`config.mk`:
```
export PLATFORM = sky130hd
export DESIGN_NAME = axi_rw_arbiter
export DESIGN_NICKNAME = d
export VERILOG_FILES = /design/src/rtl/axi_rw_arbiter.sv
export SDC_FILE = /design/constraint.sdc
export NUM_CORES = 1
export LEC_CHECK = 0
export ABC_CLOCK_PERIOD_IN_PS = 2950
export BUFFER_PORTS_ARGS = -buffer_cell sky130_fd_sc_hd__buf_2
export CAP_MARGIN = 40
export CORE_AREA = 2 2 260 262
export CTS_CLUSTER_SIZE = 14
export DETAILED_ROUTE_END_ITERATION = 10
export DIE_AREA = 0 0 262 264
export PLACE_DENSITY = 0.55
export SYNTH_ARGS = -nofsm -noshare
export SYNTH_HDL_FRONTEND = slang
export SYNTH_SLANG_ARGS = --single-unit
```
`constraint.sdc`:
```
create_clock -name clk -period 2.95 [get_ports clk]
set_clock_uncertainty 0.1 [all_clocks]
set_input_delay 0.295 -clock clk [delete_from_list [all_inputs] [get_ports clk]]
set_output_delay 0.295 -clock clk [all_outputs]
set_load 0.03 [all_outputs]
```
`src/rtl/axi_rw_arbiter.sv`:
```
// axi_rw_arbiter: shares one m_axi_ctrl user interface between NUM_CH requesters.
// Write and read directions are arbitrated independently, one burst outstanding each.
// The default build arbitrates round-robin. Defining AXI_ARB_FIXED_PRIO_EN switches
// both directions to fixed priority, where the lowest index wins.
// Ports:
//   clk, rst                     clock, synchronous active-high reset
//   req_wr_* / req_rd_*          per-channel request side; address, length and data are packed
//   req_wr_ready/_done, req_rd_vld/_done  routed to the granted channel only
//   req_rd_data                  read data, broadcast to all channels
//   req_ovf                      sticky per-channel flag: a request was dropped
//   m_wr_* / m_rd_*              single controller-side interface
module axi_rw_arbiter #(
    parameter int unsigned NUM_CH = 4,
    parameter int unsigned ADDR_W = 32,
    parameter int unsigned DATA_W = 32,
    parameter int unsigned LEN_W  = 8
) (
    input  logic                       clk,
    input  logic                       rst,
    input  logic [NUM_CH-1:0]          req_wr_start,
    input  logic [NUM_CH*ADDR_W-1:0]   req_wr_addr,
    input  logic [NUM_CH*LEN_W-1:0]    req_wr_len,
    input  logic [NUM_CH*DATA_W-1:0]   req_wr_data,
    output logic [NUM_CH-1:0]          req_wr_ready,
    output logic [NUM_CH-1:0]          req_wr_done,
    input  logic [NUM_CH-1:0]          req_rd_start,
    input  logic [NUM_CH*ADDR_W-1:0]   req_rd_addr,
    input  logic [NUM_CH*LEN_W-1:0]    req_rd_len,
    output logic [DATA_W-1:0]          req_rd_data,
    output logic [NUM_CH-1:0]          req_rd_vld,
    output logic [NUM_CH-1:0]          req_rd_done,
    output logic [NUM_CH-1:0]          req_ovf,
    output logic                       m_wr_start,
    output logic [ADDR_W-1:0]          m_wr_addr,
    output logic [LEN_W-1:0]           m_wr_len,
    output logic [DATA_W-1:0]          m_wr_data,
    input  logic                       m_wr_ready,
    input  logic                       m_wr_done,
    output logic                       m_rd_start,
    output logic [ADDR_W-1:0]          m_rd_addr,
    output logic [LEN_W-1:0]           m_rd_len,
    input  logic [DATA_W-1:0]          m_rd_data,
    input  logic                       m_rd_vld,
    input  logic                       m_rd_done
);

    localparam int unsigned GW = $clog2(NUM_CH);

    typedef enum logic [1:0] {
        IDLE  = 2'd0,
        ISSUE = 2'd1,
        BUSY  = 2'd2
    } state_t;

`ifdef AXI_ARB_FIXED_PRIO_EN
    // Lowest pending index wins.
    function automatic logic [GW-1:0] pick(input logic [NUM_CH-1:0] pend);
        logic [GW-1:0] c;
        logic [GW-1:0] w;
        logic          found;
        c     = '0;
        w     = '0;
        found = 1'b0;
        for (int k = 0; k < NUM_CH; k++) begin
            if (!found && pend[c]) begin
                w     = c;
                found = 1'b1;
            end
            c = c + GW'(1);
        end
        return w;
    endfunction
`else
    // Search starts one past the last grant; explicit wrap handles non-power-of-2 NUM_CH.
    function automatic logic [GW-1:0] pick(input logic [NUM_CH-1:0] pend,
                                           input logic [GW-1:0]     last);
        logic [GW-1:0] c;
        logic [GW-1:0] w;
        logic          found;
        c     = last;
        w     = '0;
        found = 1'b0;
        for (int k = 0; k < NUM_CH; k++) begin
            c = (c == GW'(NUM_CH - 1)) ? '0 : c + GW'(1);
            if (!found && pend[c]) begin
                w     = c;
                found = 1'b1;
            end
        end
        return w;
    endfunction
`endif

    logic [NUM_CH-1:0] wr_pend, rd_pend;
    logic [NUM_CH-1:0] wr_clr,  rd_clr;
    logic [ADDR_W-1:0] wr_addr_q [NUM_CH];
    logic [LEN_W-1:0]  wr_len_q  [NUM_CH];
    logic [ADDR_W-1:0] rd_addr_q [NUM_CH];
    logic [LEN_W-1:0]  rd_len_q  [NUM_CH];

    state_t            wr_state, wr_state_next;
    state_t            rd_state, rd_state_next;
    logic [GW-1:0]     wr_grant, rd_grant;
    logic [GW-1:0]     wr_win,   rd_win;
`ifndef AXI_ARB_FIXED_PRIO_EN
    logic [GW-1:0]     wr_last,  rd_last;
`endif

`ifdef AXI_ARB_FIXED_PRIO_EN
    assign wr_win = pick(wr_pend);
    assign rd_win = pick(rd_pend);
`else
    assign wr_win = pick(wr_pend, wr_last);
    assign rd_win = pick(rd_pend, rd_last);
`endif

    // Request capture: a pulse on an already-pending channel is dropped and flagged.
    always_ff @(posedge clk) begin
        if (rst) begin
            wr_pend <= '0;
            rd_pend <= '0;
            req_ovf <= '0;
            for (int i = 0; i < NUM_CH; i++) begin
                wr_addr_q[i] <= '0;
                wr_len_q[i]  <= '0;
                rd_addr_q[i] <= '0;
                rd_len_q[i]  <= '0;
            end
        end else begin
            wr_pend <= (wr_pend & ~wr_clr) | (req_wr_start & ~wr_pend);
            rd_pend <= (rd_pend & ~rd_clr) | (req_rd_start & ~rd_pend);
            req_ovf <= req_ovf | (req_wr_start & wr_pend) | (req_rd_start & rd_pend);
            for (int i = 0; i < NUM_CH; i++) begin
                if (req_wr_start[i] && !wr_pend[i]) begin
                    wr_addr_q[i] <= req_wr_addr[i*ADDR_W +: ADDR_W];
                    wr_len_q[i]  <= req_wr_len[i*LEN_W +: LEN_W];
                end
                if (req_rd_start[i] && !rd_pend[i]) begin
                    rd_addr_q[i] <= req_rd_addr[i*ADDR_W +: ADDR_W];
                    rd_len_q[i]  <= req_rd_len[i*LEN_W +: LEN_W];
                end
            end
        end
    end

    // Write FSM state register.
    always_ff @(posedge clk) begin
        if (rst) wr_state <= IDLE;
        else     wr_state <= wr_state_next;
    end

    // Write FSM next state; grant clears the winner's pending bit.
    always_comb begin
        wr_state_next = wr_state;
        wr_clr        = '0;
        case (wr_state)
            IDLE: begin
                if (|wr_pend) begin
                    wr_state_next  = ISSUE;
                    wr_clr[wr_win] = 1'b1;
                end
            end
            ISSUE:   wr_state_next = BUSY;
            BUSY:    if (m_wr_done) wr_state_next = IDLE;
            default: wr_state_next = IDLE;
        endcase
    end

    // Write grant and command registers; start is raised together with entry to ISSUE.
    always_ff @(posedge clk) begin
        if (rst) begin
            m_wr_start <= 1'b0;
            m_wr_addr  <= '0;
            m_wr_len   <= '0;
            wr_grant   <= '0;
`ifndef AXI_ARB_FIXED_PRIO_EN
            wr_last    <= GW'(NUM_CH - 1);
`endif
        end else begin
            m_wr_start <= 1'b0;
            if (wr_state == IDLE && |wr_pend) begin
                m_wr_start <= 1'b1;
                wr_grant   <= wr_win;
                m_wr_addr  <= wr_addr_q[wr_win];
                m_wr_len   <= wr_len_q[wr_win];
            end
`ifndef AXI_ARB_FIXED_PRIO_EN
            if (wr_state == BUSY && m_wr_done) wr_last <= wr_grant;
`endif
        end
    end

    // Read FSM state register.
    always_ff @(posedge clk) begin
        if (rst) rd_state <= IDLE;
        else     rd_state <= rd_state_next;
    end

    // Read FSM next state; grant clears the winner's pending bit.
    always_comb begin
        rd_state_next = rd_state;
        rd_clr        = '0;
        case (rd_state)
            IDLE: begin
                if (|rd_pend) begin
                    rd_state_next  = ISSUE;
                    rd_clr[rd_win] = 1'b1;
                end
            end
            ISSUE:   rd_state_next = BUSY;
            BUSY:    if (m_rd_done) rd_state_next = IDLE;
            default: rd_state_next = IDLE;
        endcase
    end

    // Read grant and command registers.
    always_ff @(posedge clk) begin
        if (rst) begin
            m_rd_start <= 1'b0;
            m_rd_addr  <= '0;
            m_rd_len   <= '0;
            rd_grant   <= '0;
`ifndef AXI_ARB_FIXED_PRIO_EN
            rd_last    <= GW'(NUM_CH - 1);
`endif
        end else begin
            m_rd_start <= 1'b0;
            if (rd_state == IDLE && |rd_pend) begin
                m_rd_start <= 1'b1;
                rd_grant   <= rd_win;
                m_rd_addr  <= rd_addr_q[rd_win];
                m_rd_len   <= rd_len_q[rd_win];
            end
`ifndef AXI_ARB_FIXED_PRIO_EN
            if (rd_state == BUSY && m_rd_done) rd_last <= rd_grant;
`endif
        end
    end

    // Combinational data/strobe routing to the granted channel.
    assign m_wr_data   = req_wr_data[32'(wr_grant)*DATA_W +: DATA_W];
    assign req_rd_data = m_rd_data;

    always_comb begin
        req_wr_ready = '0;
        req_wr_done  = '0;
        req_rd_vld   = '0;
        req_rd_done  = '0;
        if (wr_state != IDLE) req_wr_ready[wr_grant] = m_wr_ready;
        if (wr_state == BUSY) req_wr_done[wr_grant]  = m_wr_done;
        if (rd_state == BUSY) begin
            req_rd_vld[rd_grant]  = m_rd_vld;
            req_rd_done[rd_grant] = m_rd_done;
        end
    end

endmodule
```
== After elaboration in Yosys (flattened, before gate mapping) ==
Memories as Yosys holds them, arrays and structs flattened. A register that Yosys moved wholly into a read port is not among the register bits.
Index checks and enable logic that the tools add are counted.

* Output and inout bits: 166
* Register bits after elaboration: 26
* Input bits: 494
* RAM bits: 320
* Memories: 4

{| class="wikitable"
|+ Memories
! memory !! words !! width !! read ports !! clocked after memory_dff !! write ports !! RTL line !! source
|-
| rd_addr_q || 4 || 32 || 1 || 1 || 4 || 98 || <nowiki>logic [ADDR_W-1:0] rd_addr_q [NUM_CH];</nowiki>
|-
| wr_addr_q || 4 || 32 || 1 || 1 || 4 || 96 || <nowiki>logic [ADDR_W-1:0] wr_addr_q [NUM_CH];</nowiki>
|-
| rd_len_q || 4 || 8 || 1 || 1 || 4 || 99 || <nowiki>logic [LEN_W-1:0] rd_len_q [NUM_CH];</nowiki>
|-
| wr_len_q || 4 || 8 || 1 || 1 || 4 || 97 || <nowiki>logic [LEN_W-1:0] wr_len_q [NUM_CH];</nowiki>
|}

* Muxes and demuxes: 104
* $add $sub $neg: 8
* Shifts and indexed selects: 1
* Magnitude comparators: 16
* Reductions and logical operators: 43
* Bitwise gates (word level): 34
* Eq/ne operators: 16

{| class="wikitable"
|+ Operator list
! operator !! number
|-
| 2-to-1 mux 32 bit || 8
|-
| variable part select 128 x 8 -> 32 bit || 1
|-
| 2-to-1 mux 8 bit || 8
|-
| 2-to-1 mux 1 bit || 46
|-
| bitwise AND 4 bit || 10
|-
| 2-to-1 mux 2 bit || 20
|-
| less-than comparator 2 x 3 -> 1 bit, second input constant || 12
|-
| 2-to-1 mux 4 bit || 8
|-
| logical AND 1 bit || 22
|-
| equality test 2 bit, second input constant || 10
|-
| adder 2 x 1 -> 2 bit, second input constant || 8
|-
| binary-select mux 1 bit (select 2 bit) || 8
|-
| NOT 4 bit || 4
|-
| bitwise OR 1 bit || 16
|-
| bitwise OR 4 bit || 4
|-
| logical NOT 1 bit || 14
|-
| one-hot mux 2 bit (3 select lines) || 2
|-
| demux 1 bit (select 2 bit) || 4
|-
| greater-or-equal comparator 2 x 1 -> 1 bit, second input constant || 4
|-
| inequality test 2 bit, second input constant || 4
|-
| OR reduction 4 bit || 2
|-
| equality test 2 x 1 -> 1 bit, second input constant || 2
|-
| logical NOT 2 bit || 2
|-
| AND reduction 2 bit || 2
|-
| nonzero test 2 bit || 1
|}

== Logic depth before layout (Yosys ltp) ==
* Depth in word-level cells: 23
* Depth in mapped cells: 9
* Gate-level depth less buffers: 6

== Worst setup path before layout ==
OpenSTA, ideal clock, no wires.

* Kind: input to register
* Start point: in rst
* End point: mem rd_addr_q[2][0], enable pin
* Stages: 5
* Library setup time: 0.531 ns
* Setup slack: 0.472 ns
* Arrival: 1.847 ns
* Cell sequence: clkbuf_1 inv_1 clkbuf_1 clkbuf_1 nand2_1

{| class="wikitable"
|+ RTL lines
! item !! RTL line !! source
|-
| start: declaration || 19 || <nowiki>input logic rst,</nowiki>
|-
| end: declaration || 98 ||
|}

== Worst setup path after layout ==
* Start point: reg wr_last[0]
* End point: reg m_wr_addr[17] (read register of wr_addr_q)

* Word-level cells in the longest chain between the ends: 14
* Elaborated cells on any way between the ends: 33

{| class="wikitable"
|+ Ends and longest elaborated chain
! item !! RTL line !! source
|-
| start: declaration || 106 || <nowiki>logic [GW-1:0] wr_last, rd_last;</nowiki>
|-
| start signal: assignment || 177 || <nowiki>wr_last <= GW'(NUM_CH - 1);</nowiki>
|-
| start signal: assignment || 188 || <nowiki>if (wr_state == BUSY && m_wr_done) wr_last <= wr_grant;</nowiki>
|-
| adder 2 x 1 -> 2 bit / equality test 2 bit (equally long branches) || 84 || <nowiki>c = (c == GW'(NUM_CH - 1)) ? '0 : c + GW'(1);</nowiki>
|-
| 2-to-1 mux 2 bit (*) || 84 ||
|-
| branches (longest 11 deep; another with adder 2 x 1 -> 2 bit) || n/a ||
|-
| 2-to-1 mux 2 bit (*) || 85 || <nowiki>if (!found && pend[c]) begin</nowiki>
|-
| end: declaration || 34 || <nowiki>output logic [ADDR_W-1:0] m_wr_addr,</nowiki>
|}

Mark *: on every way between the ends. The select of a mux whose other input is x is not followed.
A chain may end at the register's enable or synchronous reset.

==> results.yml <==
power_and_ir_drop:
  swShare: 0.3238
  power.density_mw_per_mm2: 636.1
  leakagePower_nw: 11.79
  seqPwrFrac: 0.416
  ir_worst_vdd_v: 0.0003660
  clockPowerShare: 0.322
  power.switching_mw: 5.891
  comb_power_share: 0.262
  p_int_mw: 12.30
grt:
  track_usage: 0.2305
  overflow: 0
  grt_antenna_before_repair: 35
  grt_max_degree: 60
  grt_pass1_vias: 17550
  grt_pass1_wl_mm: 116.9
layout:
  design_area_sq_mm: 0.02860
  drive_gt1_frac: 0.3304
  fin_cells: 3396
  final_common_cell: "buf_2"
  nNetsFinal: 2950
  area_delta_synth_final_pct: 44.89
  mostFrequentLayoutCells: "595 x buf_2, 333 x dlygate4sd3_1, 324 x and2_1"
yosys:
  synth_flop_cell: "edfxtp_1"
  ys_warn_count: 0
  synth-edff-count: 320
  synth_area_sq_mm: 0.01974
  synth-seq-cells: 426
  netlist_instances: 1592
  synth_cell_types: 55
  yosys.area.top_type: "edfxtp_1"
  synth_area_leaders: "edfxtp_1 49%, dfxtp_1 11%, and2_1 10%"
  syn_avg_cell_area_sq_um: 12.40
  seq_area_frac_synth: 0.5944
  synth_top_area_frac: 0.4868
  syn_nets: 2088
  ys_async_sr_fraction: 0
drt:
  wl_met3_mm: 6.460
  first_pass_iters: 6
  dr_wl_met2_mm: 40.48
  wl_per_cell_um: 24.28
  routed_via_density: 5.135
  drtIter0Drc: 1533
  ant_nets: 0
  highest_layer: "met5"
  drc: 0
  wl_met1_mm: 30.17
  vias: 17440
  routed_wl_mm: 82.46
setup_path:
  startpoint_type: "register"
  crit_path_end_kind: "register"
  critPathMaxFanout: 12
  worstSetupPathType: "reg2reg"
  worst_ep_arrival_time_ns: 3.18
  crit_required_ns: 3.38
place:
  pre_cts_slack_ns: 0.2634
  place_inst: 2944
  post_dp_cell_area_sq_mm: 0.02367
  place_hpwl_mm: 56.78
  io_buffer_count: 595
  globalplace.congestion: 0.8888
sta:
  slew_headroom: 0.3863
  layout_worst_path_cycle_share: 0.9340
  worst-slew-pin-transition_ns: 0.9206
  fmax_mhz: 363.0
  finalMaxSlewViolations: 0
  period_needed_ns: 2.755
  rsz0062_at_grt: "false"
  setup_viol: 0
  hold_violations: 0
  setup_tns_ns: 0
  worst_slack_ns: 0.1948
clock_network:
  clock_latency_ns: 0.59
  cts_max_level: 2
  numCtsBuffers: 48
  path_clk_slew_ns: 0.06
  cts_buffer_depth: 3
  cts_root_buf: "clkbuf_16"
  cts_sinks: 426
  cts_tree: "done"
run_status:
  outcome: "completed"
floorplan:
  die_y_um: 264
  initial_core_util: 0.2965
  rows: 95
  die_w_um: 262
  dieArea_sq_mm: 0.06917
  ioPinCount: 660
  design.core.area_sq_mm: 0.06656
run:
  cap_violations: 0
min_path:
  min-delay-path-class: "in2reg"
==> synth_stat cells, types with 5 or more instances <==
cell type  instances
a211o_1           26
a211oi_1          27
a21o_1            37
a21oi_1           94
a221oi_1          10
a221oi_2          29
and2_1           324
and4_1            11
buf_1              7
buf_2             32
buf_4             34
buf_6              7
clkbuf_1          94
dfxtp_1          106
edfxtp_1         320
inv_1             12
mux2i_1           40
mux4_2            32
nand2_1           39
nand2b_1          14
nand3_1           14
nand4_1           37
nor2_1            38
nor3_1             8
o21ai_0           83
o221ai_1           5
o31a_1            16
o31ai_1           48
o41ai_1           10
==> sequential cells by signal, summed over array words and instances, names as in the netlist <==
| name | count |
|---|---|
| rd_addr_q | 128 |
| wr_addr_q | 128 |
| m_rd_addr | 32 |
| m_wr_addr | 32 |
| rd_len_q | 32 |
| wr_len_q | 32 |
| m_rd_len | 8 |
| m_wr_len | 8 |
| rd_pend | 4 |
| req_ovf | 4 |
| wr_pend | 4 |
| rd_grant | 2 |
| rd_last | 2 |
| rd_state | 2 |
| wr_grant | 2 |
| wr_last | 2 |
| wr_state | 2 |
| m_rd_start | 1 |
| m_wr_start | 1 |
==> cell type report <==
class                      instances  area (sq um)
tap                              873          1092
fill                            6164         37970
multi-input combinational        980          7196
clock buffer                      69          1310
clock inverter                    21         214.0
antenna                           29         72.57
inverter                          12         46.29
sequential                       426         11730
timing repair buffer             986          6934
==> power groups by stage <==
stage	sequential, mW	clock (mW)	combinational, mW
4_1_cts	7.56	5.94	4.74
5_1_grt	7.62	6.21	5.07
3_3_place_gp	7.70	0	4.28
2_1_floorplan	8.06	0	2.30
6_report	7.57	5.86	4.76
3_5_place_dp	7.68	0	4.36
==> cell families (layout without fill, tap and decap cells) <==
logic type	after synthesis	after routing	synth area share
adder cells (fa/ha/maj)	2	2	0.001268
other	0	29	0
AO/OA/AOI/OAI	409	409	0.1523
buffers and inverters	186	1088	0.04653
flip-flops	426	426	0.5944
multiplexers	72	72	0.05680
AND/OR/NAND/NOR	497	497	0.1487
==> stage by stage <==
stage               hold WS (ns)  total power [mW]    util
floorplan                 0.3452             10.36       -
global placement          0.3603             11.98  0.3553
detailed placement        0.3643             12.04  0.3556
CTS                      0.01363             18.25  0.4286
global route             0.07268             18.90  0.4293
finish                   0.05379             18.19  0.4296
==> repair_timing <==
action,CTS,global route
gates resized for setup,0,0
endpoints found under the setup margin,0,0
hold buffers,333,0
setup buffers,0,0
hold endpoints to repair,333,0
==> final timing paths <==
check                       start            end  slack, ns  cells after the start
hold / removal    req_rd_start[3]     rd_pend[3]       0.05                      3
setup / recovery       wr_last[0]  m_wr_addr[17]       0.19                      7
hold reg to reg        rd_last[1]     rd_last[1]       0.38                      2
setup reg to reg       wr_last[0]  m_wr_addr[17]       0.19                      7
==> worst max-delay path: stages (launching register included) <==
cell and delay, ns:
dfxtp_1 0.48, ha_1 0.36, nand2b_1 0.24, a21o_1 0.26, a31oi_4 0.58, buf_4 0.40
a221oi_2 0.09, a21oi_1 0.18
==> per-layer routing <==
metal,GRT usage,vias to the layer above
met5,0,-
met4,0.1382,10
met3,0.05383,264
met2,0.3876,917
met1,0.2653,8558
li1,-,7690
No activity file was read; power rests on OpenSTA's default activity.
